==> src/rtl/mem_arbiter_if.sv <==
// Bus bundle between the two masters (CPU, DMA), the arbiter and the single-port RAM.
interface mem_arbiter_if;
  localparam int unsigned AW = 16;
  localparam int unsigned DW = 16;

  // CPU master (master 0)
  logic          cpu_req;
  logic [AW-1:0] cpu_addr;
  logic [DW-1:0] cpu_wdata;
  logic          cpu_we;
  logic          cpu_be;
  logic          cpu_ack;
  logic [DW-1:0] cpu_rdata;

  // DMA master (master 1)
  logic          dma_req;
  logic [AW-1:0] dma_addr;
  logic [DW-1:0] dma_wdata;
  logic          dma_we;
  logic          dma_be;
  logic          dma_ack;
  logic [DW-1:0] dma_rdata;

  // RAM side
  logic [AW-1:0] ram_addr;
  logic [DW-1:0] ram_wdata;
  logic          ram_we;
  logic          ram_re;
  logic          ram_be;
  logic [DW-1:0] ram_rdata;

  // Status
  logic          busy;
  logic          owner;

  // Arbiter side
  modport slave (
    input  cpu_req, cpu_addr, cpu_wdata, cpu_we, cpu_be,
    output cpu_ack, cpu_rdata,
    input  dma_req, dma_addr, dma_wdata, dma_we, dma_be,
    output dma_ack, dma_rdata,
    output ram_addr, ram_wdata, ram_we, ram_re, ram_be,
    input  ram_rdata,
    output busy, owner
  );

  // Masters plus RAM model side
  modport master (
    output cpu_req, cpu_addr, cpu_wdata, cpu_we, cpu_be,
    input  cpu_ack, cpu_rdata,
    output dma_req, dma_addr, dma_wdata, dma_we, dma_be,
    input  dma_ack, dma_rdata,
    input  ram_addr, ram_wdata, ram_we, ram_re, ram_be,
    output ram_rdata,
    input  busy, owner
  );
endinterface

==> src/rtl/mem_arbiter.sv <==
// Two-master arbiter for the shared single-port 16-bit RAM: CPU (master 0) and DMA (master 1).
// Fixed CPU priority with starvation guard (ARB_MODE 0) or round-robin (ARB_MODE 1).
module mem_arbiter #(
  parameter int unsigned WAIT_STATES  = 1,
  parameter int unsigned ARB_MODE     = 0,
  parameter int unsigned STARVE_LIMIT = 8
) (
  input  logic          clk,
  input  logic          reset,
  mem_arbiter_if.slave  bus
);
  localparam int unsigned DW = 16;
  localparam int unsigned AW = 16;
  localparam int unsigned CW = 4;

  typedef enum logic [1:0] {
    IDLE   = 2'd0,
    ACCESS = 2'd1,
    DONE   = 2'd2
  } state_t;

  typedef struct packed {
    logic [AW-1:0] addr;
    logic [DW-1:0] wdata;
    logic          we;
    logic          be;
  } xfer_t;

  state_t        state_q, state_d;
  xfer_t         xfer_q, xfer_d;
  logic [CW-1:0] wait_q, wait_d;
  logic [CW-1:0] starve_q, starve_d;
  logic          rr_dma_q, rr_dma_d;
  logic          owner_q, owner_d;
  logic          ram_re_q, ram_re_d;
  logic          ram_we_q, ram_we_d;
  logic          cpu_ack_q, cpu_ack_d;
  logic          dma_ack_q, dma_ack_d;
  logic          busy_q, busy_d;
  logic [DW-1:0] cpu_rdata_q, cpu_rdata_d;
  logic [DW-1:0] dma_rdata_q, dma_rdata_d;

  logic          grant_dma_c;
  xfer_t         sel_c;

  // Pick the winner among the current requesters and its payload
  always_comb begin
    grant_dma_c = 1'b0;
    if (bus.cpu_req && bus.dma_req) begin
      if (ARB_MODE != 0) grant_dma_c = rr_dma_q;
      else               grant_dma_c = (starve_q == CW'(STARVE_LIMIT));
    end else begin
      grant_dma_c = bus.dma_req;
    end
    sel_c = grant_dma_c ? '{addr: bus.dma_addr, wdata: bus.dma_wdata, we: bus.dma_we, be: bus.dma_be}
                        : '{addr: bus.cpu_addr, wdata: bus.cpu_wdata, we: bus.cpu_we, be: bus.cpu_be};
  end

  // Next-state and next-output logic; strobes and acks are computed one cycle ahead
  always_comb begin
    state_d     = state_q;
    xfer_d      = xfer_q;
    wait_d      = wait_q;
    starve_d    = starve_q;
    rr_dma_d    = rr_dma_q;
    owner_d     = owner_q;
    ram_re_d    = 1'b0;
    ram_we_d    = 1'b0;
    cpu_ack_d   = 1'b0;
    dma_ack_d   = 1'b0;
    busy_d      = 1'b0;
    cpu_rdata_d = cpu_rdata_q;
    dma_rdata_d = dma_rdata_q;

    case (state_q)
      IDLE: begin
        if (bus.cpu_req || bus.dma_req) begin
          state_d  = ACCESS;
          xfer_d   = sel_c;
          owner_d  = grant_dma_c;
          wait_d   = CW'(WAIT_STATES);
          rr_dma_d = ~grant_dma_c;
          busy_d   = 1'b1;
          ram_re_d = ~sel_c.we;
          ram_we_d = sel_c.we;
          if (grant_dma_c || !bus.dma_req) begin
            starve_d = '0;
          end else if (starve_q != CW'(STARVE_LIMIT)) begin
            starve_d = starve_q + CW'(1);
          end
        end
      end
      ACCESS: begin
        busy_d = 1'b1;
        if (wait_q == '0) begin
          state_d   = DONE;
          cpu_ack_d = ~owner_q;
          dma_ack_d = owner_q;
          if (!xfer_q.we) begin
            if (owner_q) dma_rdata_d = bus.ram_rdata;
            else         cpu_rdata_d = bus.ram_rdata;
          end
        end else begin
          wait_d   = wait_q - CW'(1);
          ram_re_d = ~xfer_q.we;
        end
      end
      DONE: begin
        state_d = IDLE;
      end
      default: begin
        state_d = IDLE;
      end
    endcase
  end

  // State and output registers with synchronous reset
  always_ff @(posedge clk) begin
    if (reset) begin
      state_q     <= IDLE;
      xfer_q      <= '0;
      wait_q      <= '0;
      starve_q    <= '0;
      rr_dma_q    <= 1'b0;
      owner_q     <= 1'b0;
      ram_re_q    <= 1'b0;
      ram_we_q    <= 1'b0;
      cpu_ack_q   <= 1'b0;
      dma_ack_q   <= 1'b0;
      busy_q      <= 1'b0;
      cpu_rdata_q <= '0;
      dma_rdata_q <= '0;
    end else begin
      state_q     <= state_d;
      xfer_q      <= xfer_d;
      wait_q      <= wait_d;
      starve_q    <= starve_d;
      rr_dma_q    <= rr_dma_d;
      owner_q     <= owner_d;
      ram_re_q    <= ram_re_d;
      ram_we_q    <= ram_we_d;
      cpu_ack_q   <= cpu_ack_d;
      dma_ack_q   <= dma_ack_d;
      busy_q      <= busy_d;
      cpu_rdata_q <= cpu_rdata_d;
      dma_rdata_q <= dma_rdata_d;
    end
  end

  assign bus.ram_addr  = xfer_q.addr;
  assign bus.ram_wdata = xfer_q.wdata;
  assign bus.ram_be    = xfer_q.be;
  assign bus.ram_we    = ram_we_q;
  assign bus.ram_re    = ram_re_q;
  assign bus.cpu_ack   = cpu_ack_q;
  assign bus.dma_ack   = dma_ack_q;
  assign bus.cpu_rdata = cpu_rdata_q;
  assign bus.dma_rdata = dma_rdata_q;
  assign bus.busy      = busy_q;
  assign bus.owner     = owner_q;

endmodule

==> src/flat_wrapper.sv <==
// flat-port wrapper written by rule: the top's interface ports become plain ports
module mem_arbiter_flat 
#(
  parameter int unsigned WAIT_STATES  = 1,
  parameter int unsigned ARB_MODE     = 0,
  parameter int unsigned STARVE_LIMIT = 8
)
  (clk, reset, bus_cpu_req, bus_cpu_addr, bus_cpu_wdata, bus_cpu_we, bus_cpu_be, bus_cpu_ack, bus_cpu_rdata, bus_dma_req, bus_dma_addr, bus_dma_wdata, bus_dma_we, bus_dma_be, bus_dma_ack, bus_dma_rdata, bus_ram_addr, bus_ram_wdata, bus_ram_we, bus_ram_re, bus_ram_be, bus_ram_rdata, bus_busy, bus_owner);
  mem_arbiter_if bus_i ();
  input  logic clk;
  input  logic reset;
  input wire logic [$bits(bus_i.cpu_req)-1:0] bus_cpu_req;
  input wire logic [$bits(bus_i.cpu_addr)-1:0] bus_cpu_addr;
  input wire logic [$bits(bus_i.cpu_wdata)-1:0] bus_cpu_wdata;
  input wire logic [$bits(bus_i.cpu_we)-1:0] bus_cpu_we;
  input wire logic [$bits(bus_i.cpu_be)-1:0] bus_cpu_be;
  output wire logic [$bits(bus_i.cpu_ack)-1:0] bus_cpu_ack;
  output wire logic [$bits(bus_i.cpu_rdata)-1:0] bus_cpu_rdata;
  input wire logic [$bits(bus_i.dma_req)-1:0] bus_dma_req;
  input wire logic [$bits(bus_i.dma_addr)-1:0] bus_dma_addr;
  input wire logic [$bits(bus_i.dma_wdata)-1:0] bus_dma_wdata;
  input wire logic [$bits(bus_i.dma_we)-1:0] bus_dma_we;
  input wire logic [$bits(bus_i.dma_be)-1:0] bus_dma_be;
  output wire logic [$bits(bus_i.dma_ack)-1:0] bus_dma_ack;
  output wire logic [$bits(bus_i.dma_rdata)-1:0] bus_dma_rdata;
  output wire logic [$bits(bus_i.ram_addr)-1:0] bus_ram_addr;
  output wire logic [$bits(bus_i.ram_wdata)-1:0] bus_ram_wdata;
  output wire logic [$bits(bus_i.ram_we)-1:0] bus_ram_we;
  output wire logic [$bits(bus_i.ram_re)-1:0] bus_ram_re;
  output wire logic [$bits(bus_i.ram_be)-1:0] bus_ram_be;
  input wire logic [$bits(bus_i.ram_rdata)-1:0] bus_ram_rdata;
  output wire logic [$bits(bus_i.busy)-1:0] bus_busy;
  output wire logic [$bits(bus_i.owner)-1:0] bus_owner;
  assign bus_i.cpu_req = bus_cpu_req;
  assign bus_i.cpu_addr = bus_cpu_addr;
  assign bus_i.cpu_wdata = bus_cpu_wdata;
  assign bus_i.cpu_we = bus_cpu_we;
  assign bus_i.cpu_be = bus_cpu_be;
  assign bus_cpu_ack = bus_i.cpu_ack;
  assign bus_cpu_rdata = bus_i.cpu_rdata;
  assign bus_i.dma_req = bus_dma_req;
  assign bus_i.dma_addr = bus_dma_addr;
  assign bus_i.dma_wdata = bus_dma_wdata;
  assign bus_i.dma_we = bus_dma_we;
  assign bus_i.dma_be = bus_dma_be;
  assign bus_dma_ack = bus_i.dma_ack;
  assign bus_dma_rdata = bus_i.dma_rdata;
  assign bus_ram_addr = bus_i.ram_addr;
  assign bus_ram_wdata = bus_i.ram_wdata;
  assign bus_ram_we = bus_i.ram_we;
  assign bus_ram_re = bus_i.ram_re;
  assign bus_ram_be = bus_i.ram_be;
  assign bus_i.ram_rdata = bus_ram_rdata;
  assign bus_busy = bus_i.busy;
  assign bus_owner = bus_i.owner;
  mem_arbiter #(.WAIT_STATES(WAIT_STATES), .ARB_MODE(ARB_MODE), .STARVE_LIMIT(STARVE_LIMIT)) u_core (.clk(clk), .reset(reset), .bus(bus_i));
endmodule
==> config.mk <==
export PLATFORM = sky130hd
export DESIGN_NAME = mem_arbiter_flat
export DESIGN_NICKNAME = d
export VERILOG_FILES = /design/src/rtl/mem_arbiter_if.sv /design/src/rtl/mem_arbiter.sv /design/src/flat_wrapper.sv
export SDC_FILE = /design/constraint.sdc
export NUM_CORES = 1
export LEC_CHECK = 0
export BUFFER_PORTS_ARGS = -buffer_cell sky130_fd_sc_hd__buf_2
export CAP_MARGIN = 10
export CELL_PAD_IN_SITES_DETAIL_PLACEMENT = 1
export CELL_PAD_IN_SITES_GLOBAL_PLACEMENT = 1
export CORE_ASPECT_RATIO = 1.4
export CORE_UTILIZATION = 39
export CTS_CLUSTER_SIZE = 20
export DETAILED_ROUTE_END_ITERATION = 8
export GPL_ROUTABILITY_DRIVEN = 0
export PLACE_DENSITY_LB_ADDON = 0.15
export REMOVE_ABC_BUFFERS = 1
export SLEW_MARGIN = 10
export SYNTH_ARGS = -nofsm -noshare
export SYNTH_HDL_FRONTEND = slang
export SYNTH_SLANG_ARGS = --single-unit
==> constraint.sdc <==
create_clock -name clk -period 4.31 [get_ports clk]
set_input_delay 0 -clock clk [delete_from_list [all_inputs] [get_ports clk]]
set_output_delay 0 -clock clk [all_outputs]
set_load 0.05 [all_outputs]
==> reports/qor.csv <==
metric,value,unit
busiest grt layer,met2,
max-slew violations,0,
Clock transition at path regs,0.06,ns
H-Tree Depth,3,
DRC,0,
clock power share,0.347,
gr usage total,0.233,
RSZ-0062 raised after global routing,no,
async set-reset flop share out of synthesis,0,
reg2reg setup slack,2.05,ns
Worst setup EP type,register,
Chip Height,126,um
drt via density,5.62,
sequential share of power,0.391,
run status,"finished, final reports clean",
crit-path leading delay family,simple AND/OR/NAND/NOR gates,
GRT met1 Usage,0.270,
Worst Tran Pin Value,1.07,ns
share of the synthesized area in the top cell type,0.386,
Starting Density,0.406,
largest net degree at the start of global routing,61,
sw power,755,uW
Worst-Skew Late Latency,0.34,ns
critical path startpoint category,register,
I/O Buffers,158,
Layout Area Growth over Synthesis,24.9,%
Tmin final,2.26,ns
worst setup path startpoint,u_core.wait_q[0],
Worst EP required,4.58,ns
most frequent cells in the layout,"158 x buf_2, 82 x dfxtp_1, 43 x nand2b_1",
# resized after CTS,0,
met3 Usage GRT,0.0608,
Worst path slowest cell,nor4_4,
Pre-antenna DRT Iters,4,
CP endpoint,u_core.bus.cpu_rdata[8],
clock skew,0.00353,ns
CP arrival,2.53,ns
combinational fraction of design power,0.261,
Die W,90.2,um
Final Hold Viols,0,
P_leak,0.00232,uW
Antenna Nets Post-Route,0,
crit-path max cell delay,0.81,ns
r2r worst-path depth,5,
CTS max path bufs,2,
num ports,159,
Setup CP Type,register to register,
Design Power,2200,uW
largest cells by area after synthesis,"dfxtp_1 39%, a221o_1 8.0%, mux2i_1 7.5%",
vias in the first global route,4179,
R2R Path End,u_core.bus.cpu_rdata[8],
final period utilization,0.524,
crit path cell chain,inv_1 > ha_1 > or3b_1 > nor4_4 > mux2i_1,
Int Power,1440,uW
r2r startpoint,u_core.wait_q[0],
sequential area share after synthesis,0.386,
cts bufs inserted,9,
CTS Sinks,82,
Layout Nets,656,
post-synthesis cell count,452,
CP bufs+invs,1,
Post-synth EDFFs,0,
initial antenna violation count,1,
synthesized area,4250,um2
DR iter-0 viols,169,
max cap viols,0,
DIE AREA,11300,um2
Wirelength per Cell,18.2,um
FMAX,0.443,GHz
maximum VDD drop,0.000203,V
Avg Inst Size Synth,9.40,um2
dominant synthesized flop cell,dfxtp_1,
Slew Limit Headroom,0.289,
first-pass GRT wire length,21.0,mm
met2 Track Usage GR,0.402,
final count of negative-setup-slack endpoints,0,
final-layout fill cell count,1236,
share of cells above drive strength 1,0.335,
"Distinct cells, synth",45,
Clock Tree Root,clkbuf_16,
Net Sw Frac,0.343,
Via Count,3972,
Levels on crit path,5,
grt ovf,0,
CTS tree,yes,
core footprint,10500,um2
Post-DP HPWL,8.35,mm
Yosys warning count,0,
"FF+latch count, synth",82,
PwrDens,414,nW/um2
Routed WL,12.9,mm
CP max FO,11,
"leading cell type in the layout, fill and taps excluded",buf_2,
Setup TNS,0,ns
Synth area leader,dfxtp_1,
Worst Hold Class,input pin to register,
# rows,44,
==> state kept, by name, summed over array words and instances, names as in the netlist, 2 cells and up <==
signal / cells
u_core.starve_q: 4
u_core.bus.ram_addr: 16
u_core.bus.dma_rdata: 16
u_core.wait_q: 4
u_core.bus.cpu_rdata: 16
u_core.state_q: 2
u_core.bus.ram_wdata: 16
==> Yosys cell counts (4+ instances only) <==
master and count:
nand3_1 4, inv_1 10, mux2i_1 32, buf_4 32, a2111oi_0 34, and4_1 16, clkbuf_1 39, a21oi_1 6
a221o_1 34, buf_2 8, nand2b_1 43, o21ai_0 5, nor4b_1 18, ha_1 4, dfxtp_1 82, nand2_1 41
==> power by group through the flow <==
stage / registers (uW) / clock network, uW / logic (uW)
finish: 860 / 763 / 575
global route: 868 / 820 / 614
CTS: 860 / 787 / 579
detailed placement: 876 / 0 / 567
global placement: 873 / 0 / 557
floorplan: 1070 / 0 / 187
==> final cells by class <==
type,instances,area [um2],area share
Clock inverter,6,67.6,0.0127
Clock buffer,9,225,0.0425
Tap cell,138,173,0.0325
Sequential cell,82,1640,0.309
Inverter,10,37.5,0.00708
Timing Repair Buffer,181,1000,0.189
Multi-Input combinational cell,280,2150,0.406
Antenna cell,1,2.50,0.000472
==> what timing repair did <==
item                                    4_1_cts  5_1_grt
endpoints found under the hold margin        32        0
buffers inserted                              0        0
hold buffers                                 16        0
endpoints found under the setup margin        0        0
==> worst min-delay path, cell delays in order <==
cell and delay [ns]:
buf_2 0.11, o211ai_1 0.11, a21oi_1 0.09
==> cells by family (layout without fill, tap and decap cells) <==
| group | after synthesis | in the layout | share of synthesized area |
|---|---|---|---|
| adder cells (fa/ha/maj) | 4 | 4 | 0.0118 |
| other | 0 | 1 | 0 |
| flip-flops | 82 | 82 | 0.386 |
| AND/OR/NAND/NOR | 152 | 152 | 0.228 |
| multiplexers | 32 | 32 | 0.0754 |
| AO/OA/AOI/OAI | 92 | 92 | 0.186 |
| buffers and inverters | 90 | 206 | 0.112 |
==> metrics by stage <==
| step | setup WS [ns] | std cells | util | hold slack, ns | instance area (um2) |
|---|---|---|---|---|---|
| 2_1_floorplan | 1.97 | 372 | - | 0.0691 | 3810 |
| 3_3_place_gp | 2.10 | 675 | 0.464 | 0.272 | 4850 |
| 3_5_place_dp | 2.03 | 675 | 0.464 | 0.285 | 4850 |
| 4_1_cts | 2.02 | 706 | 0.507 | 0.0124 | 5300 |
| 5_1_grt | 1.87 | 707 | 0.507 | 0.0453 | 5310 |
| 6_report | 2.05 | 707 | 0.507 | 0.0171 | 5310 |
==> per-layer routing <==
| metal | part of all wire | up-vias |
|---|---|---|
| met5 | 0 | - |
| met4 | 0.021 | 0 |
| met3 | 0.054 | 19 |
| met2 | 0.49 | 136 |
| met1 | 0.43 | 1926 |
| li1 | - | 1891 |
==> worst min path at each step <==
| stage | start | to | slack, ns | cells past startpoint |
|---|---|---|---|---|
| after detailed placement | bus_ram_rdata[10] | u_core.bus.cpu_rdata[10] | 0.29 | 3 |
| after floorplan | reset | u_core.starve_q[0] | 0.07 | 1 |
| after global placement | bus_ram_rdata[8] | u_core.bus.dma_rdata[8] | 0.27 | 3 |
| final | bus_cpu_we | u_core.bus.ram_we | 0.02 | 3 |
| after global routing | bus_cpu_we | u_core.bus.ram_we | 0.05 | 3 |
| after CTS | bus_cpu_we | u_core.bus.ram_we | 0.01 | 3 |
(Power assumes the default switching activity.)
